File: src/rtl/adf4158_pkg.sv
// Shared constants, default register image and FSM state encoding for the
// ADF4158 power-up configuration sequencer.
package adf4158_pkg;

  localparam int unsigned NUM_WORDS  = 10;
  localparam int unsigned WORD_WIDTH = 32;
  localparam int unsigned IDX_W      = 4;

  localparam logic [WORD_WIDTH-1:0] R7_DEFAULT  = 32'h0000_0007;
  localparam logic [WORD_WIDTH-1:0] R6A_DEFAULT = 32'h0000_0006;
  localparam logic [WORD_WIDTH-1:0] R6B_DEFAULT = 32'h0080_0006;
  localparam logic [WORD_WIDTH-1:0] R5A_DEFAULT = 32'h0000_0005;
  localparam logic [WORD_WIDTH-1:0] R5B_DEFAULT = 32'h0080_0005;
  localparam logic [WORD_WIDTH-1:0] R4_DEFAULT  = 32'h0018_0104;
  localparam logic [WORD_WIDTH-1:0] R3_DEFAULT  = 32'h0000_0043;
  localparam logic [WORD_WIDTH-1:0] R2_DEFAULT  = 32'h0040_800A;
  localparam logic [WORD_WIDTH-1:0] R1_DEFAULT  = 32'h0000_0001;
  localparam logic [WORD_WIDTH-1:0] R0_DEFAULT  = 32'h803C_0000;

  typedef enum logic [2:0] {
    ST_IDLE,
    ST_CE_WAIT,
    ST_SHIFT,
    ST_LATCH,
    ST_GAP,
    ST_DONE
  } state_e;

endpackage

File: src/rtl/adf4158_spi_word.sv
// Serialises one 32-bit word MSB first on sclk/data, then pulses le and a gap.
// done_c_o marks the last gap cycle so the next word can start back-to-back.
module adf4158_spi_word
  import adf4158_pkg::*;
#(
  parameter int unsigned CLK_DIV = 2
) (
  input  logic                  clk,
  input  logic                  rst,
  input  logic                  start_i,
  input  logic [WORD_WIDTH-1:0] word_i,
  output logic                  sclk_o,
  output logic                  data_o,
  output logic                  le_o,
  output logic                  done_c_o
);

  localparam int unsigned DIV_W = (CLK_DIV > 1) ? $clog2(CLK_DIV) : 1;
  localparam int unsigned BIT_W = $clog2(WORD_WIDTH);
  localparam logic [DIV_W-1:0] DIV_LAST = DIV_W'(CLK_DIV - 1);
  localparam logic [BIT_W-1:0] BIT_LAST = BIT_W'(WORD_WIDTH - 1);

  state_e                state_q, state_d;
  logic [DIV_W-1:0]      div_q, div_d;
  logic [BIT_W-1:0]      bit_q, bit_d;
  logic                  phase_q, phase_d;   // 0: sclk low half, 1: sclk high half
  logic [WORD_WIDTH-1:0] shreg_q, shreg_d;   // bits still to send, next one in MSB
  logic                  sclk_q, sclk_d;
  logic                  data_q, data_d;
  logic                  le_q, le_d;
  logic                  div_end;
  logic                  load;

  always_comb begin
    state_d  = state_q;
    div_d    = div_q;
    bit_d    = bit_q;
    phase_d  = phase_q;
    shreg_d  = shreg_q;
    sclk_d   = sclk_q;
    data_d   = data_q;
    le_d     = le_q;
    done_c_o = 1'b0;
    load     = 1'b0;
    div_end  = (div_q == DIV_LAST);

    case (state_q)
      ST_IDLE: load = start_i;
      ST_SHIFT: begin
        div_d = div_q + DIV_W'(1);
        if (div_end) begin
          div_d = '0;
          if (!phase_q) begin
            phase_d = 1'b1;
            sclk_d  = 1'b1;
          end else if (bit_q == BIT_LAST) begin
            state_d = ST_LATCH;
            sclk_d  = 1'b0;
            data_d  = 1'b0;
            le_d    = 1'b1;
          end else begin
            bit_d   = bit_q + BIT_W'(1);
            phase_d = 1'b0;
            sclk_d  = 1'b0;
            data_d  = shreg_q[WORD_WIDTH-1];
            shreg_d = {shreg_q[WORD_WIDTH-2:0], 1'b0};
          end
        end
      end
      ST_LATCH: begin
        div_d = div_q + DIV_W'(1);
        if (div_end) begin
          div_d   = '0;
          le_d    = 1'b0;
          state_d = ST_GAP;
        end
      end
      ST_GAP: begin
        div_d = div_q + DIV_W'(1);
        if (div_end) begin
          div_d    = '0;
          done_c_o = 1'b1;
          state_d  = ST_IDLE;
          load     = start_i;
        end
      end
      default: state_d = ST_IDLE;
    endcase

    if (load) begin
      state_d = ST_SHIFT;
      div_d   = '0;
      bit_d   = '0;
      phase_d = 1'b0;
      sclk_d  = 1'b0;
      le_d    = 1'b0;
      data_d  = word_i[WORD_WIDTH-1];
      shreg_d = {word_i[WORD_WIDTH-2:0], 1'b0};
    end
  end

  always_ff @(posedge clk) begin
    if (rst) begin
      state_q <= ST_IDLE;
      div_q   <= '0;
      bit_q   <= '0;
      phase_q <= 1'b0;
      shreg_q <= '0;
      sclk_q  <= 1'b0;
      data_q  <= 1'b0;
      le_q    <= 1'b0;
    end else begin
      state_q <= state_d;
      div_q   <= div_d;
      bit_q   <= bit_d;
      phase_q <= phase_d;
      shreg_q <= shreg_d;
      sclk_q  <= sclk_d;
      data_q  <= data_d;
      le_q    <= le_d;
    end
  end

  assign sclk_o = sclk_q;
  assign data_o = data_q;
  assign le_o   = le_q;

endmodule

File: src/rtl/adf4158_config.sv
// ADF4158 power-up sequencer: raise ce, wait CE_DELAY, write ten register words
// over the 3-wire bus, then hold config_done until reset.
module adf4158_config
  import adf4158_pkg::*;
#(
  parameter int unsigned           CLK_DIV  = 2,
  parameter int unsigned           CE_DELAY = 400,
  parameter logic [WORD_WIDTH-1:0] R7  = R7_DEFAULT,
  parameter logic [WORD_WIDTH-1:0] R6A = R6A_DEFAULT,
  parameter logic [WORD_WIDTH-1:0] R6B = R6B_DEFAULT,
  parameter logic [WORD_WIDTH-1:0] R5A = R5A_DEFAULT,
  parameter logic [WORD_WIDTH-1:0] R5B = R5B_DEFAULT,
  parameter logic [WORD_WIDTH-1:0] R4  = R4_DEFAULT,
  parameter logic [WORD_WIDTH-1:0] R3  = R3_DEFAULT,
  parameter logic [WORD_WIDTH-1:0] R2  = R2_DEFAULT,
  parameter logic [WORD_WIDTH-1:0] R1  = R1_DEFAULT,
  parameter logic [WORD_WIDTH-1:0] R0  = R0_DEFAULT
) (
  input  logic clk,
  input  logic rst,
  input  logic enable_i,
  input  logic muxout_i,
  output logic ce_o,
  output logic sclk_o,
  output logic data_o,
  output logic le_o,
  output logic txdata_o,
  output logic muxout_sync_o,
  output logic config_done_o
);

  localparam int unsigned CE_W = (CE_DELAY > 1) ? $clog2(CE_DELAY) : 1;
  localparam logic [CE_W-1:0]  CE_LAST  = CE_W'(CE_DELAY - 1);
  localparam logic [IDX_W-1:0] IDX_LAST = IDX_W'(NUM_WORDS - 1);

  state_e                state_q, state_d;
  logic [CE_W-1:0]       ce_cnt_q, ce_cnt_d;
  logic [IDX_W-1:0]      idx_q, idx_d;
  logic                  ce_q, ce_d;
  logic                  done_q, done_d;
  logic [1:0]            sync_q;
  logic                  start_c;
  logic                  word_done_c;
  logic [WORD_WIDTH-1:0] word_c;

  // Sequencer: state_q stays ST_SHIFT for the whole ten-word burst.
  always_comb begin
    state_d  = state_q;
    ce_cnt_d = ce_cnt_q;
    idx_d    = idx_q;
    ce_d     = ce_q;
    done_d   = done_q;
    start_c  = 1'b0;

    case (state_q)
      ST_IDLE: begin
        if (enable_i) begin
          state_d  = ST_CE_WAIT;
          ce_d     = 1'b1;
          ce_cnt_d = '0;
          idx_d    = '0;
        end
      end
      ST_CE_WAIT: begin
        ce_cnt_d = ce_cnt_q + CE_W'(1);
        if (ce_cnt_q == CE_LAST) begin
          start_c = 1'b1;
          idx_d   = '0;
          state_d = ST_SHIFT;
        end
      end
      ST_SHIFT: begin
        if (word_done_c) begin
          if (idx_q == IDX_LAST) begin
            state_d = ST_DONE;
            done_d  = 1'b1;
          end else begin
            idx_d   = idx_q + IDX_W'(1);
            start_c = 1'b1;
          end
        end
      end
      ST_DONE: ;
      default: state_d = ST_IDLE;
    endcase
  end

  // Word mux keyed on the index the word engine is about to load.
  always_comb begin
    case (idx_d)
      4'd0:    word_c = R7;
      4'd1:    word_c = R6A;
      4'd2:    word_c = R6B;
      4'd3:    word_c = R5A;
      4'd4:    word_c = R5B;
      4'd5:    word_c = R4;
      4'd6:    word_c = R3;
      4'd7:    word_c = R2;
      4'd8:    word_c = R1;
      default: word_c = R0;
    endcase
  end

  always_ff @(posedge clk) begin
    if (rst) begin
      state_q  <= ST_IDLE;
      ce_cnt_q <= '0;
      idx_q    <= '0;
      ce_q     <= 1'b0;
      done_q   <= 1'b0;
      sync_q   <= '0;
    end else begin
      state_q  <= state_d;
      ce_cnt_q <= ce_cnt_d;
      idx_q    <= idx_d;
      ce_q     <= ce_d;
      done_q   <= done_d;
      sync_q   <= {sync_q[0], muxout_i};
    end
  end

  adf4158_spi_word #(
    .CLK_DIV (CLK_DIV)
  ) u_spi_word (
    .clk      (clk),
    .rst      (rst),
    .start_i  (start_c),
    .word_i   (word_c),
    .sclk_o   (sclk_o),
    .data_o   (data_o),
    .le_o     (le_o),
    .done_c_o (word_done_c)
  );

  assign ce_o          = ce_q;
  assign config_done_o = done_q;
  assign muxout_sync_o = sync_q[1];
  assign txdata_o      = 1'b0;

endmodule

File: config.mk
export PLATFORM = sky130hd
export DESIGN_NAME = adf4158_config
export DESIGN_NICKNAME = d
export VERILOG_FILES = /design/src/rtl/adf4158_pkg.sv /design/src/rtl/adf4158_spi_word.sv /design/src/rtl/adf4158_config.sv
export SDC_FILE = /design/constraint.sdc
export NUM_CORES = 1
export LEC_CHECK = 0
export CORE_MARGIN = 1
export CORE_UTILIZATION = 66
export CTS_CLUSTER_DIAMETER = 50
export DETAILED_ROUTE_END_ITERATION = 16
export DONT_BUFFER_PORTS = 1
export PLACE_DENSITY = 0.88
export REMOVE_ABC_BUFFERS = 1
export SETUP_SLACK_MARGIN = 0.3
export SLEW_MARGIN = 0
export SYNTH_ARGS = -nofsm -noshare
export SYNTH_HDL_FRONTEND = slang
export SYNTH_SLANG_ARGS = --single-unit
File: constraint.sdc
create_clock -name clk -period 6.3 [get_ports clk]
set_input_delay 1.26 -clock clk [delete_from_list [all_inputs] [get_ports clk]]
set_output_delay 1.26 -clock clk [all_outputs]
set_load 0.005 [all_outputs]
---- Word level (Yosys, flattened, before mapping) ----
Memory sizes are Yosys's and may differ from the RTL's.
Index checks and enable logic that the tools add are counted.
storage, ports and cells
  register bits ........................... 64
  ROM bits ................................ 224
  bits of input ports ..................... 4
  output and inout bits ................... 7
  memories kept ........................... 1
operators by class
  $add $sub $neg .......................... 4
  equal/unequal tests ..................... 25
  muxes and demuxes ....................... 46
  bitwise gates (word level) .............. 3
  reduce and logical (&&, ||, !) cells .... 20
memory list
  memory            words  width  read ports  clocked after Yosys merged registers in  wr ports  RTL line              RTL
  (name not given)  16     14     1           0                                        0         adf4158_config.sv:90  case (idx_d)
operators by type and width
  operator                                        count
  two-way mux 32 bit                              5
  two-way mux 3 bit                               9
  one-hot mux 3 bit (4 select lines)              2
  two-way mux 1 bit                               19
  one-hot mux 9 bit (2 select lines)              1
  two-way mux 4 bit                               4
  != test 2 x 1 -> 1 bit (second input constant)  8
  != test 3 x 1 -> 1 bit (second input constant)  5
  one-hot mux 4 bit (3 select lines)              1
  AND reduction 6 bit                             2
  AND reduction 5 bit                             2
  nonzero test 2 bit                              5
  adder 9 x 1 -> 9 bit (second input constant)    1
  == test 3 x 2 -> 1 bit (second input constant)  3
  == test 9 bit (second input constant)           1
  two-way mux 9 bit                               1
  AND reduction 4 bit                             2
  == test 3 bit (second input constant)           2
  zero test 3 bit                                 2
  != test 2 bit (second input constant)           3
  one-hot mux 1 bit (2 select lines)              3
  AND reduction 2 bit                             3
  AND reduction 3 bit                             2
  adder 5 x 1 -> 5 bit (second input constant)    1
  other kinds (9)                                 11

---- Depth between registers and ports, before layout ----
Gate-level depths: netlist (run 1).
  depth after elaboration ................. 8
  mapped depth ............................ 11

---- Modules after synthesis ----
A second synthesis (run 1) with hierarchy kept.
second synthesis, totals
  cells, all modules ...................... 419
  area total of the unflattened synthesis .. 3553.4 um2
by module, submodules not included
  module            times used  cells an instance  area each (um2)
  adf4158_spi_word  1           265                2224.6
  adf4158_config    1           154                1328.8

---- Worst setup path after synthesis (run 1) ----
Ideal clock, no wire load.
  path kind ............................... input-to-reg
  from .................................... in enable_i
  to ...................................... reg u_spi_word.shreg_q[24]
  setup time .............................. 0.086 ns
  arrival time ............................ 2.919 ns
  required time ........................... 6.214 ns
  slack ................................... 3.295 ns
  cell stages on the path ................. 7
  path through ............................ o31ai_1 -> or3b_1 -> a21oi_1 -> ha_1 -> a21bo_2 -> a211o_1 -> a211oi_1
on the way
  word-level cells in the longest chain between the ends .. 4
RTL lines
  item                                RTL line                 RTL
  from (decl)                         adf4158_config.sv:21     input logic enable_i,
  two-way mux 4 bit                   adf4158_config.sv:57     if (enable_i) begin
  one-hot mux 4 bit (3 select lines)  adf4158_config.sv:55     case (state_q)
  memory (16 x 14 bit)                n/a
  two-way mux 32 bit                  adf4158_spi_word.sv:90   if (load) begin
  to (signal assigned)                adf4158_spi_word.sv:117  shreg_q <= shreg_d;
  to (decl)                           adf4158_spi_word.sv:27   logic [WORD_WIDTH-1:0] shreg_q, shreg_d;
Every way passes these cells.
A chain may end at the register's enable or synchronous reset.

---- Worst setup path in the final report (run 1) ----
  from .................................... reg ce_cnt_q[0]
  to ...................................... reg u_spi_word.shreg_q[24]
on the way
  word-level cells in the longest chain between the ends .. 7
RTL lines
  item                                                                           RTL line                RTL
  from (decl)                                                                    adf4158_config.sv:37    logic [CE_W-1:0] ce_cnt_q, ce_cnt_d;
  from (signal assigned)                                                         adf4158_config.sv:114   ce_cnt_q <= ce_cnt_d;
  == test 9 bit (*)                                                              adf4158_config.sv:66    if (ce_cnt_q == CE_LAST) begin
  two-way mux 1 bit                                                              adf4158_config.sv:66
  one-hot mux 1 bit (2 select lines)                                             adf4158_config.sv:55
  two-way mux 1 bit                                                              adf4158_spi_word.sv:80  if (div_end) begin
  one-hot mux 1 bit (2 select lines)                                             adf4158_spi_word.sv:47  case (state_q)
  != test 2 x 1 -> 1 bit (no source line) or nonzero test 2 bit (tied branches)  n/a
  AND reduction 4 bit (no source line)                                           n/a
Mark *: on every way between the ends. The rest lies on a longest branch, timed or not.

==> flow_summary.rst, run 1 <==
.. list-table::
   :header-rows: 1

   * - Metric
     - Value
   * - Result of the run
     - finished, final reports clean
   * - Clock tree skew after final layout
     - 0.009280 ns
   * - Maximum fanout count along the critical path
     - 6
   * - Drt drc
     - 0
   * - CP max stage delay
     - 0.43 ns
   * - Global-route wire length before repair
     - 10,180 um
   * - Clock sinks
     - 64
   * - Synth-to-Final Area Change
     - 6.245%
   * - Post-synth top area cell
     - sky130_fd_sc_hd__dfxtp_1
   * - Antenna violations before repair
     - 0
   * - CTS H-tree depth
     - 3
   * - Final layout net count
     - 359
   * - Placed cells
     - 387
   * - CTS root buffer
     - sky130_fd_sc_hd__clkbuf_8
   * - Final worst hold slack
     - 0.4497 ns
   * - Worst-path cell with the longest stage delay
     - sky130_fd_sc_hd__a21oi_1
   * - Unrepaired setup endpoints after global routing
     - no
   * - Chip Width
     - 69.03 um
   * - Gp weighted congestion
     - 0.8554
   * - PnR Total Power
     - roughly 0.0008 W
   * - Die Footprint
     - 0.004765 mm2
   * - Proportion of synthesized flip-flops having asynchronous set or reset
     - 0%
   * - Core outline area
     - about 0.0043 mm2
   * - Number of vias after detailed routing
     - between 2,000 and 2,500
   * - Critical path class
     - flop to flop
   * - Total of fill cells in the finished design
     - 308
   * - Routed Antenna Nets
     - 0
   * - Pin count of the biggest net entering global routing
     - 36
   * - Leakage
     - 1.130 nW
   * - Starting density of the core
     - 68.58%
   * - Most frequent cells in the layout
     - 67 x sky130_fd_sc_hd__nand2_1, 64 x sky130_fd_sc_hd__dfxtp_1, 40 x sky130_fd_sc_hd__a21oi_1
   * - Critical path startpoint category
     - flop
   * - Violation count after the first detailed-route iteration
     - 190
   * - TritonCTS clock tree
     - yes
   * - Via-to-Cell Ratio
     - 5.940
   * - Critical Path End Type
     - flop
   * - Worst-Margin Slew
     - 0.8461 ns
   * - Library cell appearing most often on the critical path
     - sky130_fd_sc_hd__ha_1
   * - Post-synthesis cell type count
     - 58
   * - Relative slew slack
     - 43.58%
   * - Worst Path Required
     - 6.55 ns
   * - Synth Cell Area
     - 0.002965 mm2
   * - Clock input transition at the sequential cells of the worst setup and hold paths
     - about 0.070 ns
   * - Routed wire per std cell
     - 14.43 um
   * - Final-layout setup total negative slack
     - 0 ns
   * - Remaining global-route overflow
     - 0
   * - Number of global-route vias before repair
     - 2,261
   * - Synthesized area divided by synthesized cell count
     - 8.377 um2
   * - Final Max Slew Viols
     - 0
   * - Setup-failing EPs final
     - 0
   * - Post-route fraction of the period consumed by the critical path
     - 47.80%
   * - Class of the tightest hold or removal check
     - flop to flop
   * - Predominant post-synthesis flop cell
     - sky130_fd_sc_hd__dfxtp_1
   * - Estimated wirelength of the detail-placed design
     - 3878 um
   * - Length of the first detailed-routing pass in iterations
     - 4
   * - Count of buffers inserted at the top-level ports
     - 0
   * - Count of boundary I/O pins
     - 11
   * - Share of the synthesized area in the top cell type
     - 43.21%
   * - ANT cells
     - 0
   * - Finished Layout Cells
     - around 400
   * - Most frequent standard cell in the layout excluding fill and tap cells
     - sky130_fd_sc_hd__nand2_1
   * - Ratio of cells with drive above 1 in the final layout
     - 9.402%
   * - Number of synthesized flops with an enable pin
     - 0
   * - Synthesized flop and latch total
     - 64
   * - TritonCTS Buffers
     - 9
   * - Endpoint arrival time on the critical path
     - 3.26 ns
   * - Buffers inserted by post-CTS timing repair
     - 0
   * - Max-capacitance violation count
     - 0
   * - P per Cell Area
     - 259.1 mW/mm2
   * - Post-cts sizing count
     - 0
   * - Clock latency reported for the late side of the worst-skew pair
     - 0.33 ns
   * - Seq/Total Area, Yosys
     - between 40% and 50%
   * - Final Routed Wirelength
     - between 5000 and 6000 um
   * - Crit-path cells
     - ha_1 > nand3_1 > o31a_1 > or3b_1 > a21oi_1 > ha_1 > a21bo_2 > a211o_1 > a211oi_1
   * - Yosys synthesis warning count
     - 0
   * - Number of instances in the synthesized netlist
     - around 350
   * - Worst ir drop on vdd
     - 0.1508 mV
   * - Final-report hold violation count
     - 0
   * - Highest Clock Rate
     - approximately 330 MHz
   * - All-layer global routing usage
     - 26.81%
   * - Number of rows created at floorplan
     - 24
   * - Clock Path Buffers
     - 2
   * - Hold buffer count at CTS
     - 0
   * - Post-layout min period
     - 3.012 ns
   * - Largest cells by area after synthesis
     - sky130_fd_sc_hd__dfxtp_1 43%, sky130_fd_sc_hd__nand2_1 8.5%, sky130_fd_sc_hd__a21oi_1 6.8%
   * - Die outline height
     - 69.03 um
## cell type report
class	count	area [um2]	area share (%)
clock buffer	13	148.9	4.726
clock inverter	3	65.06	2.065
inverter	9	33.78	1.072
multi-input combinational	261	1549	49.17
sequential	64	1281	40.67
tap	52	65.06	2.065
timing repair buffer	1	7.507	0.2383
## critical path, delay by kind of cell (launching register included)
kind	cells	cell delay, ns
compound gates	5	1.50
simple gates	2	0.59
fa+ha+maj	2	0.47
flops	1	0.36
## stage by stage
step / utilization, % / instance area [um2] / setup WS, ns
2_1_floorplan: - / 2864 / 3.291
3_3_place_gp: 67.91 / 2937 / 3.176
3_5_place_dp: 67.91 / 2937 / 3.092
4_1_cts: 72.86 / 3151 / 3.293
5_1_grt: 72.86 / 3151 / 3.142
6_report: 72.86 / 3151 / 3.288
## layer usage
layer	up-vias	wire, um	share of wire, %	GRT usage [%]
met5	-	0	0	0
met4	0	92	1.6	10.43
met3	10	319	5.5	10.09
met2	60	2897	50	43.47
met1	1113	2505	43	32.11
li1	1211	-	-	-
## cells in the mapped netlist, drive strengths merged (6+ instances only)
library cell  instances
nand2                68
dfxtp                64
a21oi                40
nor2                 34
nand3                17
o21ai                14
buf                  11
clkbuf                9
ha                    9
inv                   9
a211oi                6
mux2                  6
## sequential cells by signal, summed over array words and instances, names as in the netlist
name / flops
u_spi_word.shreg_q: 31
ce_cnt_q: 9
u_spi_word.bit_q: 5
idx_q: 4
state_q: 3
u_spi_word.state_q: 3
sync_q: 2
ce_o: 1
config_done_o: 1
u_spi_word.data_o: 1
u_spi_word.div_end: 1
u_spi_word.le_o: 1
u_spi_word.phase_q: 1
u_spi_word.sclk_o: 1
## kinds of logic after synthesis
logic type      Yosys count  share of synthesized area (%)
simple gates            156                          26.71
mux                      10                          3.629
flops                    64                          43.21
compound gates           81                          16.79
other cells               1                         0.1265
buf+inv                  29                          4.557
fa+ha+maj                 9                          3.798
xor+xnor                  4                          1.182
## power by group
part | switching [W] | internal (W)
logic | 0.0000129 | 0.00000814
clock network | 0.000149 | 0.000234
registers | 0.00000473 | 0.000408
## path summary, 6_finish.rpt
check	from	endpoint	slack (ns)	depth (start not counted)
max	ce_cnt_q[0]	u_spi_word.shreg_q[24]	3.29	9
min	u_spi_word.shreg_q[28]	u_spi_word.shreg_q[29]	0.45	2
max reg2reg	ce_cnt_q[0]	u_spi_word.shreg_q[24]	3.29	9
min reg2reg	u_spi_word.shreg_q[28]	u_spi_word.shreg_q[29]	0.45	2
(Power assumes the default switching activity.)
==> run 2, diff against run 1 <==
--- a/config.mk
+++ b/config.mk
@@ -6,11 +6,11 @@
 export NUM_CORES = 1
 export LEC_CHECK = 0
 export CORE_MARGIN = 1
-export CORE_UTILIZATION = 66
+export CORE_UTILIZATION = 56
 export CTS_CLUSTER_DIAMETER = 50
 export DETAILED_ROUTE_END_ITERATION = 16
 export DONT_BUFFER_PORTS = 1
-export PLACE_DENSITY = 0.88
+export PLACE_DENSITY = 0.8
 export REMOVE_ABC_BUFFERS = 1
 export SETUP_SLACK_MARGIN = 0.3
 export SLEW_MARGIN = 0
==> constraint.sdc (replaced) <==
create_clock -name clk -period 2.7 [get_ports clk]
set_input_delay 0.54 -clock clk [delete_from_list [all_inputs] [get_ports clk]]
set_output_delay 0.54 -clock clk [all_outputs]
set_load 0.005 [all_outputs]
==> flow_summary.rst, run 2 (synthesis results as in run 1) <==
.. list-table::
   :header-rows: 1

   * - Metric
     - Value
   * - Final Max Slew Viols
     - 0 (unchanged)
   * - Worst setup startpoint
     - ce_cnt_q[5]
   * - Synth-to-Final Area Change
     - 16.33%
   * - TritonCTS clock tree
     - yes
   * - Final Routed Wirelength
     - 6518 um (+12%)
   * - Via-to-Cell Ratio
     - 5.877 (-1.1%)
   * - Utilization of the core after routing
     - 67.54% (-5.3 points)
   * - Post-layout min period
     - 2.524 ns (-0.4881 ns)
   * - Die outline height
     - 74.77 um (+8.3%)
   * - Top register by number of flip-flops
     - u_spi_word.shreg_q
   * - Worst Path Required
     - 2.96 ns (-3.59 ns)
   * - Family with the most delay on the worst path
     - compound AO/OA/AOI/OAI gates
   * - Worst Hold End
     - ce_cnt_q[1]
   * - Clock tree skew after final layout
     - 0.01049 ns (+0.001205 ns)
   * - Setup-failing EPs final
     - 0 (unchanged)
   * - Most frequent cells in the layout
     - 67 x sky130_fd_sc_hd__nand2_1, 57 x sky130_fd_sc_hd__dfxtp_1, 37 x sky130_fd_sc_hd__a21oi_1
   * - Drt drc
     - 0 (unchanged)
   * - Post-route fraction of the period consumed by the critical path
     - 93.47% (+46 points)
   * - Die Footprint
     - 0.005591 mm2 (+17%)
   * - Clock input transition at the sequential cells of the worst setup and hold paths
     - 0.07 ns (about the same)
   * - Hold path depth
     - 1 (-1)
   * - Worst-Margin Slew
     - 0.7433 ns (-0.1028 ns)
   * - CTS root buffer
     - sky130_fd_sc_hd__clkbuf_8
   * - Estimated wirelength of the detail-placed design
     - 3858 um (-0.50%)
   * - Class of the tightest hold or removal check
     - input pin to flop
   * - FF-to-FF path depth
     - 7 (-2)
   * - Global-route wire length before repair
     - 9998 um (-1.8%)
   * - Routed Antenna Nets
     - 0 (unchanged)
   * - Pin count of the biggest net entering global routing
     - 36 (unchanged)
   * - P per Cell Area
     - 535.6 mW/mm2 (+110%)
   * - Post-detailed-placement cell area
     - 0.003047 mm2 (+3.7%)
   * - Critical path startpoint category
     - flop
   * - Count of buffers inserted at the top-level ports
     - 0 (unchanged)
   * - Result of the run
     - finished, final reports clean
   * - Total of fill cells in the finished design
     - 380 (+23%)
   * - Final-layout setup total negative slack
     - 0 ns (unchanged)
   * - Endpoint arrival time on the critical path
     - 2.78 ns (-0.48 ns)
   * - CP max stage delay
     - 0.58 ns (+0.15 ns)
   * - Number of rows created at floorplan
     - 26 (+8.3%)
   * - Maximum fanout count along the critical path
     - 6 (unchanged)
   * - Unrepaired setup endpoints after global routing
     - yes
   * - Setup slack on the worst flop-to-flop path
     - 0.18 ns (-3.11 ns)
   * - Ratio of cells with drive above 1 in the final layout
     - 22.22% (+13 points)
   * - Sequential cell area in the final layout
     - 0.001295 mm2 (+1.1%)
   * - Count of boundary I/O pins
     - 11 (unchanged)
   * - Remaining global-route overflow
     - 0 (unchanged)
   * - Clock sinks
     - 64 (unchanged)
   * - Clock Path Buffers
     - 2 (unchanged)
   * - Antenna violations before repair
     - 0 (unchanged)
   * - Chip Width
     - 74.77 um (+8.3%)
   * - Critical path class
     - flop to flop
   * - Number of vias after detailed routing
     - 2,580 (+7.8%)
   * - Max-capacitance violation count
     - 0 (unchanged)
   * - Starting density of the core
     - 58.06% (-11 points)
   * - TritonCTS Buffers
     - 9 (unchanged)
   * - ANT cells
     - 0 (unchanged)
   * - Crit-path cells
     - nand4bb_4 > o31a_1 > buf_4 > o21ai_0 > nor3b_4 > nand3_1 > a211oi_1
   * - Violation count after the first detailed-route iteration
     - 380 (+100%)
   * - WP buf/inv
     - 1 (+1)
   * - Biggest regs
     - u_spi_word.shreg_q (31), ce_cnt_q (9), u_spi_word.bit_q (5)
   * - Reg-to-reg critical path startpoint
     - ce_cnt_q[5]
   * - Number of flip-flops under the largest register name
     - 31 (unchanged)
   * - Length of the first detailed-routing pass in iterations
     - 5 (+1)
   * - Final-report hold violation count
     - 0 (unchanged)
   * - Most frequent standard cell in the layout excluding fill and tap cells
     - sky130_fd_sc_hd__nand2_1
   * - Worst-path cell with the longest stage delay
     - sky130_fd_sc_hd__o21ai_0
   * - Highest Clock Rate
     - 396.3 MHz (+19%)
   * - Hold_sp
     - rst
   * - Area of combinational cells with multiple inputs
     - 0.001679 mm2 (+8.4%)
   * - CTS H-tree depth
     - 3 (unchanged)
   * - Critical Path End Type
     - flop
   * - Clock latency reported for the late side of the worst-skew pair
     - 0.35 ns (+0.02 ns)
   * - Critical R2R Capture
     - u_spi_word.shreg_q[9]
   * - Relative slew slack
     - 49.92% (+6.3 points)
   * - Worst ir drop on vdd
     - 0.2612 mV (+73%)
   * - Final layout net count
     - 377 (+5.0%)
   * - All-layer global routing usage
     - 23.85% (-3.0 points)
   * - Cell area after layout
     - 0.003450 mm2 (+9.5%)
   * - Routed wire per std cell
     - 14.85 um (+2.9%)
   * - Leakage
     - 1.226 nW (+8.5%)
   * - Gp weighted congestion
     - 0.8976 (+4.9%)
   * - Number of global-route vias before repair
     - 2,244 (-0.75%)
   * - Core outline area
     - 0.005107 mm2 (+18%)
==> run 2: cell count changes in the layout (fill, tap and decap cells not counted), moves of 3 or more <==
cell                       previous run  this run
sky130_fd_sc_hd__ha_1                 9         5
sky130_fd_sc_hd__clkbuf_1             3         0
sky130_fd_sc_hd__a21oi_1             40        37
sky130_fd_sc_hd__buf_4                1        17
sky130_fd_sc_hd__dfxtp_2              0         5
sky130_fd_sc_hd__o21ai_0             12         9
sky130_fd_sc_hd__dfxtp_1             64        57
==> run 2: routing by layer <==
metal  vias up  track usage [%]  part of all wire, %
li1       1254                -                    -
met1      1232            29.37                   45
met2        75            38.44                   48
met3        19            6.426                  4.7
met4         0            12.16                  2.6
met5         -                0                    0
==> run 2: through the flow <==
step	worst slack, ns	power, W	hold WS [ns]	std cells
2_1_floorplan	0.06039	0.001022	0.4138	334
3_3_place_gp	0.2230	0.001038	0.4298	415
3_5_place_dp	0.1144	0.001040	0.4435	415
4_1_cts	0.3060	0.001856	0.2337	438
5_1_grt	0.05458	0.001903	0.2300	439
6_report	0.1764	0.001848	0.2466	439
==> run 2: worst max-delay path by stage <==
stage                        endpoint  slack (ns)  cells past startpoint
3_3_place_gp   u_spi_word.shreg_q[24]        0.22                     10
5_1_grt         u_spi_word.shreg_q[4]        0.05                      7
2_1_floorplan  u_spi_word.shreg_q[24]        0.06                      9
6_report        u_spi_word.shreg_q[9]        0.18                      7
4_1_cts        u_spi_word.shreg_q[24]        0.31                     13
3_5_place_dp   u_spi_word.shreg_q[24]        0.11                     10
==> run 2: cell type report <==
| type | count | area share [%] |
|---|---|---|
| clock buffers | 9 | 3.591 |
| clock inverters | 7 | 2.067 |
| inverters | 9 | 0.9793 |
| multi-input cells | 261 | 48.68 |
| flip-flops and latches | 64 | 37.54 |
| well taps | 70 | 2.539 |
| repair buffers | 19 | 4.606 |
==> run 2: power by group <==
group          total (W)  internal (W)  switching (W)
combinational  0.0000700     0.0000317      0.0000384
sequential      0.000960      0.000950     0.00000976
clock           0.000817      0.000427       0.000390
total            0.00185       0.00141       0.000438
==> run 2: timing repair <==
item,in CTS,in global routing
pin swaps,8,9
buffers inserted,7,1
endpoints found under the setup margin,8,13
gates cloned,0,0
hold endpoints to repair,0,0
hold buffers,0,0
gates resized for setup,28,12
==> run 3, diff against run 2 <==
--- a/config.mk
+++ b/config.mk
@@ -6,11 +6,11 @@
 export NUM_CORES = 1
 export LEC_CHECK = 0
 export CORE_MARGIN = 1
-export CORE_UTILIZATION = 56
+export CORE_UTILIZATION = 50
 export CTS_CLUSTER_DIAMETER = 50
 export DETAILED_ROUTE_END_ITERATION = 16
 export DONT_BUFFER_PORTS = 1
-export PLACE_DENSITY = 0.8
+export PLACE_DENSITY = 0.74
 export REMOVE_ABC_BUFFERS = 1
 export SETUP_SLACK_MARGIN = 0.3
 export SLEW_MARGIN = 0
==> flow_summary.rst, run 3 (synthesis results as in run 1) <==
.. list-table::
   :header-rows: 1

   * - Metric
     - Value
   * - Total of fill cells in the finished design
     - 469 (+23%)
   * - Critical path startpoint category
     - flop
   * - CTS H-tree depth
     - 3 (unchanged)
   * - Final-layout setup total negative slack
     - 0 ns (unchanged)
   * - All-layer global routing usage
     - 21.15% (-2.7 points)
   * - Biggest regs
     - u_spi_word.shreg_q (31), ce_cnt_q (9), u_spi_word.bit_q (5)
   * - Setup WS pre-CTS
     - 0.1077 ns (-0.006749 ns)
   * - Count of buffers inserted at the top-level ports
     - 0 (unchanged)
   * - Via-to-Cell Ratio
     - 5.751 (-2.1%)
   * - Slack of the critical path
     - 0.2610 ns (+0.08462 ns)
   * - Number of flip-flops under the largest register name
     - 31 (unchanged)
   * - Count of boundary I/O pins
     - 11 (unchanged)
   * - Post-layout min period
     - 2.439 ns (-0.08462 ns)
   * - Worst Path Required
     - 2.97 ns (about the same)
   * - Clock input transition at the sequential cells of the worst setup and hold paths
     - 0.07 ns (about the same)
   * - Family with the most delay on the worst path
     - simple AND/OR/NAND/NOR gates
   * - Critical Path End Type
     - flop
   * - Result of the run
     - finished, final reports clean
   * - Critical path class
     - flop to flop
   * - Post-detailed-placement cell area
     - 0.003029 mm2 (-0.57%)
   * - Violation count after the first detailed-route iteration
     - 181 (-52%)
   * - Top register by number of flip-flops
     - u_spi_word.shreg_q
   * - Cell area after layout
     - 0.003448 mm2 (about the same)
   * - Setup slack on the worst flop-to-flop path
     - 0.26 ns (+0.08 ns)
   * - TritonCTS clock tree
     - yes
   * - Estimated wirelength of the detail-placed design
     - 3812 um (-1.2%)
   * - Global-route wire length before repair
     - 10,300 um (+3.0%)
   * - Worst Hold End
     - ce_cnt_q[1]
   * - Worst-path cell with the longest stage delay
     - sky130_fd_sc_hd__or3_4
   * - Setup-failing EPs final
     - 0 (unchanged)
   * - Gp weighted congestion
     - 0.8113 (-9.6%)
   * - Final worst hold slack
     - 0.2417 ns (-0.004903 ns)
   * - Antenna violations before repair
     - 0 (unchanged)
   * - PnR Total Power
     - 0.001936 W (+4.8%)
   * - Hold_sp
     - rst
   * - Number of vias after detailed routing
     - 2,542 (-1.5%)
   * - Length of the first detailed-routing pass in iterations
     - 4 (-1)
   * - Ratio of cells with drive above 1 in the final layout
     - 22.97% (+0.75 points)
   * - P per Cell Area
     - 561.4 mW/mm2 (+4.8%)
   * - Post-route fraction of the period consumed by the critical path
     - 90.33% (-3.1 points)
   * - Most frequent standard cell in the layout excluding fill and tap cells
     - sky130_fd_sc_hd__nand2_1
   * - Routed Antenna Nets
     - 0 (unchanged)
   * - Unrepaired setup endpoints after global routing
     - yes
   * - Worst ir drop on vdd
     - 0.3868 mV (+48%)
   * - FF-to-FF path depth
     - 13 (+6)
   * - CP max stage delay
     - 0.36 ns (-0.22 ns)
   * - Number of rows created at floorplan
     - 27 (+3.8%)
   * - TritonCTS Buffers
     - 9 (unchanged)
   * - Die Footprint
     - 0.006243 mm2 (+12%)
   * - Pin count of the biggest net entering global routing
     - 36 (unchanged)
   * - Crit-path cells
     - inv_1 > ha_2 > and3b_2 > buf_4 > or3_4 > nor2_4 > a21oi_4 > buf_4 > inv_2 > ha_2 > nand3_1 > a211o_1 > a211oi_2
   * - Reg-to-reg critical path startpoint
     - idx_q[1]
   * - Hold buffer count at CTS
     - 0 (unchanged)
   * - Die outline height
     - 79.01 um (+5.7%)
   * - Final Routed Wirelength
     - 6309 um (-3.2%)
   * - Leakage
     - 1.234 nW (+0.63%)
   * - Number of global-route vias before repair
     - 2,320 (+3.4%)
   * - Core outline area
     - 0.005608 mm2 (+9.8%)
   * - Clock tree skew after final layout
     - 0.01004 ns (-0.0004404 ns)
   * - Highest Clock Rate
     - 410.0 MHz (+3.5%)
   * - Endpoint arrival time on the critical path
     - 2.71 ns (-0.07 ns)
   * - Max-capacitance violation count
     - 0 (unchanged)
   * - Remaining global-route overflow
     - 0 (unchanged)
   * - Chip Width
     - 79.01 um (+5.7%)
   * - Final Max Slew Viols
     - 0 (unchanged)
   * - Clock Path Buffers
     - 2 (unchanged)
   * - Logic depth of the worst path, buffers included
     - 13 (+6)
   * - Class of the tightest hold or removal check
     - input pin to flop
   * - Final layout net count
     - 378 (+0.27%)
   * - Hold path depth
     - 1 (unchanged)
   * - Clock sinks
     - 64 (unchanged)
   * - Final-report hold violation count
     - 0 (unchanged)
   * - Synth-to-Final Area Change
     - 16.29% (about the same)
   * - WP buf/inv
     - 4 (+3)
   * - Routed wire per std cell
     - 14.27 um (-3.9%)
   * - Maximum fanout count along the critical path
     - 5 (-1)
   * - CTS root buffer
     - sky130_fd_sc_hd__clkbuf_8
   * - Starting density of the core
     - 52.88% (-5.2 points)
   * - Critical R2R Capture
     - u_spi_word.shreg_q[24]
   * - ANT cells
     - 0 (unchanged)
   * - Clock latency reported for the late side of the worst-skew pair
     - 0.35 ns (about the same)
   * - Drt drc
     - 0 (unchanged)
   * - Most frequent cells in the layout
     - 67 x sky130_fd_sc_hd__nand2_1, 53 x sky130_fd_sc_hd__dfxtp_1, 38 x sky130_fd_sc_hd__a21oi_1
-- run 3: final cells by class --
class	count	area, um2	share of cell area, %
multi-input cells	261	1655	48.00
flip-flops and latches	64	1300	37.70
repair buffers	20	150.1	4.354
clock buffers	9	123.9	3.592
clock inverters	7	95.09	2.758
well taps	72	90.09	2.612
inverters	9	33.78	0.9797
-- run 3: worst max-delay path by stage --
stage	from	end	slack, ns
2_1_floorplan	ce_cnt_q[0]	u_spi_word.shreg_q[24]	0.06
3_3_place_gp	idx_q[1]	u_spi_word.shreg_q[24]	0.22
3_5_place_dp	idx_q[1]	u_spi_word.shreg_q[24]	0.11
4_1_cts	ce_cnt_q[0]	u_spi_word.shreg_q[24]	0.28
5_1_grt	idx_q[1]	u_spi_word.shreg_q[24]	0.14
6_report	idx_q[1]	u_spi_word.shreg_q[24]	0.26
-- run 3: worst reg2reg max path, stage by stage, from the launching register on --
cell	delay [ns]
sky130_fd_sc_hd__dfxtp_2	0.33
sky130_fd_sc_hd__inv_1	0.04
sky130_fd_sc_hd__ha_2	0.16
sky130_fd_sc_hd__and3b_2	0.23
sky130_fd_sc_hd__buf_4	0.14
sky130_fd_sc_hd__or3_4	0.36
sky130_fd_sc_hd__nor2_4	0.15
sky130_fd_sc_hd__a21oi_4	0.05
sky130_fd_sc_hd__buf_4	0.15
sky130_fd_sc_hd__inv_2	0.06
sky130_fd_sc_hd__ha_2	0.17
sky130_fd_sc_hd__nand3_1	0.06
sky130_fd_sc_hd__a211o_1	0.28
sky130_fd_sc_hd__a211oi_2	0.17
-- run 3: power breakdown --
group	total (W)	switching, W	internal [W]
combinational	0.0000670	0.0000378	0.0000292
sequential	0.000959	0.00000887	0.000950
clock	0.000910	0.000389	0.000521
total	0.00194	0.000436	0.00150
-- run 3: per-layer routing --
layer  routed length, um  GRT usage (%)
met2                3024          34.91
met5                   0              0
met4                 168          12.36
met3                 296          4.483
met1                2820          25.23
-- run 3: through the flow --
stage,util (%),cells
2_1_floorplan,-,334
3_3_place_gp,54.02,416
3_5_place_dp,54.02,416
4_1_cts,59.84,438
5_1_grt,61.49,442
6_report,61.49,442
-- run 3: timing repair --
item                       in CTS  in global routing
pin swaps                       9                  9
buffers inserted                6                  4
setup endpoints to repair       7                 13
resized for setup              24                 17
hold endpoints to repair        0                  0
==> edit 1: new RTL, config.mk and constraints of run 3 <==
One comparison of `idx_q` changes from == to >=.
--- a/src/rtl/adf4158_config.sv
+++ b/src/rtl/adf4158_config.sv
@@ -71,7 +71,7 @@
       end
       ST_SHIFT: begin
         if (word_done_c) begin
-          if (idx_q == IDX_LAST) begin
+          if (idx_q >= IDX_LAST) begin
             state_d = ST_DONE;
             done_d  = 1'b1;
           end else begin
Function: same outputs for any inputs over 10 cycles, from zero or initial values and one cycle with rst high; that may be too few to reach the edited logic, so the function may still have changed.
==> edit 1 against run 3 <==
- combinational power is 34% lower
- worst setup slack worse by 200 ps
- sequential share of layout area is 0.73 points lower
- count of clock-buffer cells in the layout stayed put
- largest power group unchanged
- sequential cell count stayed put
- power is 5.0% lower
- routed wire length is 0.21% lower
- design area is 0.91% higher
- synthesized area is 1.1% higher
- critical path type unchanged
==> edit 1: results <==
[run_status]
status = completed

[global_routing]
grt_max_degree = 35
grt_usage_pct = 22.04
grt_first_pass_wirelength_mm = 10.77
grt_pass1_vias = 2444

[clock_tree]
clk_latency_ps = 360
cts_buffers = 9
clockRootBuffer = clkbuf_8

[setup_path]
startpoint = idx_q[0]$_SDFF_PP0_
arrival_ps = 2900
rr_worst_depth = 11
path_max_fanout = 4
reg2reg_to = u_spi_word.shreg_q[1]$_SDFFE_PP0P_
reg2reg_from = idx_q[0]$_SDFF_PP0_
critPathCapture = u_spi_word.shreg_q[1]$_SDFFE_PP0P_
rrSetupSlack_ps = 60

[route]
wirelength_mm = 6.296
wl_per_cell_um = 14.05
num_vias = 2560
first_iter_violations = 241

[synthesis]
ys_seq_area_share_pct = 42.76
avgSynthCellArea_um2 = 8.370
ys_async_sr_fraction_pct = 0
synth.area.mux_share_pct = 2.088
synth_compound_area_share_pct = 17.41
yosysWarningCount = 0
post_synth_xor_area_fraction_pct = 1.169
synthTopCellsByArea = dfxtp_1, nand2_1, a21oi_1
yosys.cell_types.count = 59
synth_common_cells = nand2_1, dfxtp_1, a21oi_1
synthAdderAreaFrac_pct = 4.593

[final_layout]
layout-drive-gt1-share_pct = 18.88
final_net_count = 386
design_area_mm2 = 0.003480
n_fill_cell = 478

[power_and_ir_drop]
leakagePower_nw = 1.281
power.internal_mw = 1.400
peakVddDrop_v = 0.0003144

[place]
place_area_mm2 = 0.003151
dpl.hpwl_mm = 3.889
dpl.cell_count = 428
gp_congestion = 0.8895

[sta]
fin_skew_ps = 10.70
## edit 1: cell types whose count changed in the layout (fill, tap and decap cells not counted), moves of 4 or more
cell / change
dfxtp_1: +9
dfxtp_2: -8
mux2_2: -4
nand3_1: -9
and3_1: +5
nor3_1: +5
## edit 1: power by group through the flow
stage               clock [mW]  sequential, mW  combinational, mW
global route             0.904           0.955             0.0498
detailed placement           0           0.977             0.0434
global placement             0           0.977             0.0430
CTS                      0.853           0.954             0.0439
finish                   0.841           0.954             0.0444
floorplan                    0           0.976             0.0299
## edit 1: layer usage
layer  routed length [µm]  vias to the layer above  track usage [%]
li1                     -                     1284                -
met1                 3029                     1224            28.32
met2                 2935                       39            34.40
met3                  196                       13            5.714
met4                  136                        0            10.36
met5                    0                        -                0
## edit 1: worst min-delay path by stage
stage / to / slack (ps) / startpoint / cells past startpoint
global placement: sync_q[1]$_SDFF_PP0_ / 430 / sync_q[0]$_SDFF_PP0_ / 1
CTS: ce_cnt_q[2]$_SDFFE_PP0P_ / 240 / rst / 1
finish: ce_cnt_q[2]$_SDFFE_PP0P_ / 250 / rst / 1
floorplan: sync_q[1]$_SDFF_PP0_ / 410 / sync_q[0]$_SDFF_PP0_ / 1
global route: u_spi_word.shreg_q[9]$_SDFFE_PP0P_ / 240 / rst / 1
detailed placement: sync_q[1]$_SDFF_PP0_ / 430 / sync_q[0]$_SDFF_PP0_ / 1
## edit 1: cell type report
cell class                 count  area share (%)
clock buffer                   9           3.560
clock inverter                 7           2.337
inverter                       9           1.043
multi-input combinational    265           47.93
sequential                    64           36.96
tap                           72           2.589
timing repair buffer          22           5.574
## edit 1: repair_timing
action / 4_1_cts / 5_1_grt
pin swaps: 7 / 3
endpoints found under the setup margin: 36 / 37
gates resized for setup: 18 / 8
hold buffers: 0 / 0
endpoints found under the hold margin: 0 / 0
setup buffers: 4 / 0
## edit 1: worst max-delay path: stages, from the launching register on
cell and delay, ps:
dfxtp_4 380, inv_4 70, ha_4 120, or3b_4 370, a21o_1 160, a221o_1 340
a21boi_1 160, buf_4 170, ha_4 130, or4b_4 440, o22a_1 170, o31ai_1 60
## edit 1: logic make-up after synthesis
kind of cell,count (synthesis)
simple gates,164
compound gates,79
fa+ha+maj,11
other cells,1
buf+inv,29
xor+xnor,4
flops,64
mux,6
## edit 1: per-stage QoR
step	setup TNS (ps)	worst slack [ps]	power (mW)	hold slack (ps)
floorplan	-549.3	-210.2	1.005	413.8
global placement	0	29.41	1.020	426.9
detailed placement	-334.1	-125.5	1.021	426.2
CTS	0	90.26	1.851	242.2
global route	-60.54	-52.87	1.909	235.9
finish	0	63.45	1.839	251.2
==> edit 2: new RTL, settings of run 3 <==
Made on the original files. `IDX_W`: 4 -> 5.
--- a/src/rtl/adf4158_pkg.sv
+++ b/src/rtl/adf4158_pkg.sv
@@ -4,7 +4,7 @@
 
   localparam int unsigned NUM_WORDS  = 10;
   localparam int unsigned WORD_WIDTH = 32;
-  localparam int unsigned IDX_W      = 4;
+  localparam int unsigned IDX_W      = 5;
 
   localparam logic [WORD_WIDTH-1:0] R7_DEFAULT  = 32'h0000_0007;
   localparam logic [WORD_WIDTH-1:0] R6A_DEFAULT = 32'h0000_0006;
Function: same outputs for any inputs over 10 cycles, from zero or initial values and one cycle with rst high; that may be too few to reach the edited logic, so the function may still have changed.
==> edit 2 against run 3 <==
- worst setup slack better by 66 ps
- design area increased by 9.5%
- first-iteration DRC count down 1.7%
- synthesized cell count rose by 7.3%
- cell count is 8.6% higher
- power up 4.3%
- synthesized area increased by 5.4%
- via count is 9.0% higher
- sequential cell count rose by 1
- sequential power up 2.3%
- count of clock-buffer cells in the layout increased by 1
- routed wire length up 10%
- worst hold slack better by 4.3 ps
- critical endpoint is now u_spi_word.shreg_q[1]$_SDFFE_PP0P_
==> edit 2: results <==
[run_status]
status = completed

[synthesis]
synth_common_cells = nand2_1, dfxtp_1, nor2_1
synthAdderAreaFrac_pct = 2.801
synth.area.mux_share_pct = 2.321
synth_compound_area_share_pct = 20.41
synthTopCellsByArea = dfxtp_1, nand2_1, a21oi_1
post_synth_xor_area_fraction_pct = 1.120

[global_routing]
use_met2_pct = 33.53
grt_use_met3_pct = 5.169
grt_usage_pct = 20.62
grt_first_pass_wirelength_mm = 10.32

[route]
num_vias = 2770
wl_met1_mm = 3.115
met2_length_mm = 3.443
met3_wirelength_um = 246

[power_and_ir_drop]
peakVddDrop_v = 0.0002594
p_clk_mw = 0.925
comb-power_mw = 0.113
powerDensity_mw_per_mm2 = 535.0

[final_layout]
n_fill_cell = 481
final_net_count = 411

[sta]
fin_skew_ps = 12.89
fmax_ghz = 0.4214

[setup_path]
arrival_ps = 2630
rr_worst_depth = 7
reg2reg_from = state_q[0]$_SDFFE_PP0P_
path_max_fanout = 7

[place]
place_area_mm2 = 0.003188
gp_congestion = 0.8751
place_ws_ps = 198.4
## edit 2: worst min-delay path by stage
| stage | from | endpoint | slack, ps | depth (start not counted) |
|---|---|---|---|---|
| CTS | rst | state_q[0]$_SDFFE_PP0P_ | 240 | 1 |
| global route | rst | state_q[0]$_SDFFE_PP0P_ | 230 | 1 |
| floorplan | sync_q[0]$_SDFF_PP0_ | sync_q[1]$_SDFF_PP0_ | 410 | 1 |
| detailed placement | sync_q[0]$_SDFF_PP0_ | sync_q[1]$_SDFF_PP0_ | 440 | 1 |
| global placement | sync_q[0]$_SDFF_PP0_ | sync_q[1]$_SDFF_PP0_ | 420 | 1 |
| finish | rst | state_q[0]$_SDFFE_PP0P_ | 250 | 1 |
## edit 2: cell type report
type,count,area share (%)
multi-input cells,283,48.23
clock inverters,6,2.353
well taps,75,2.486
clock buffers,10,3.646
flip-flops and latches,65,35.03
inverters,10,0.9944
repair buffers,31,7.259
## edit 2: critical path, stage by stage, from the launching register on
cell      delay, ps
dfxtp_4         380
or3b_4          410
or3_4           400
and3_4          210
or2_4           280
buf_4           150
o2111a_1        240
o41ai_2         200
## edit 2: stage by stage
stage          hold WS (ps)  TNS (ps)  std cells  power [mW]
2_1_floorplan         413.8    -10470        358       1.068
3_3_place_gp          424.3         0        441       1.095
3_5_place_dp          436.8         0        441       1.097
4_1_cts               238.6         0        458       2.022
5_1_grt               228.5         0        480       2.098
6_report              246.0         0        480       2.019
## edit 2: timing repair
item | 4_1_cts | 5_1_grt
setup endpoints to repair | 12 | 14
hold endpoints to repair | 0 | 0
buffers inserted | 1 | 22
resized for setup | 10 | 31
pin swaps | 1 | 15
## edit 2: cells by family after synthesis
kind of cell / count (synthesis)
xor+xnor: 4
compound gates: 94
flops: 65
mux: 7
buf+inv: 32
other cells: 1
simple gates: 170
fa+ha+maj: 7
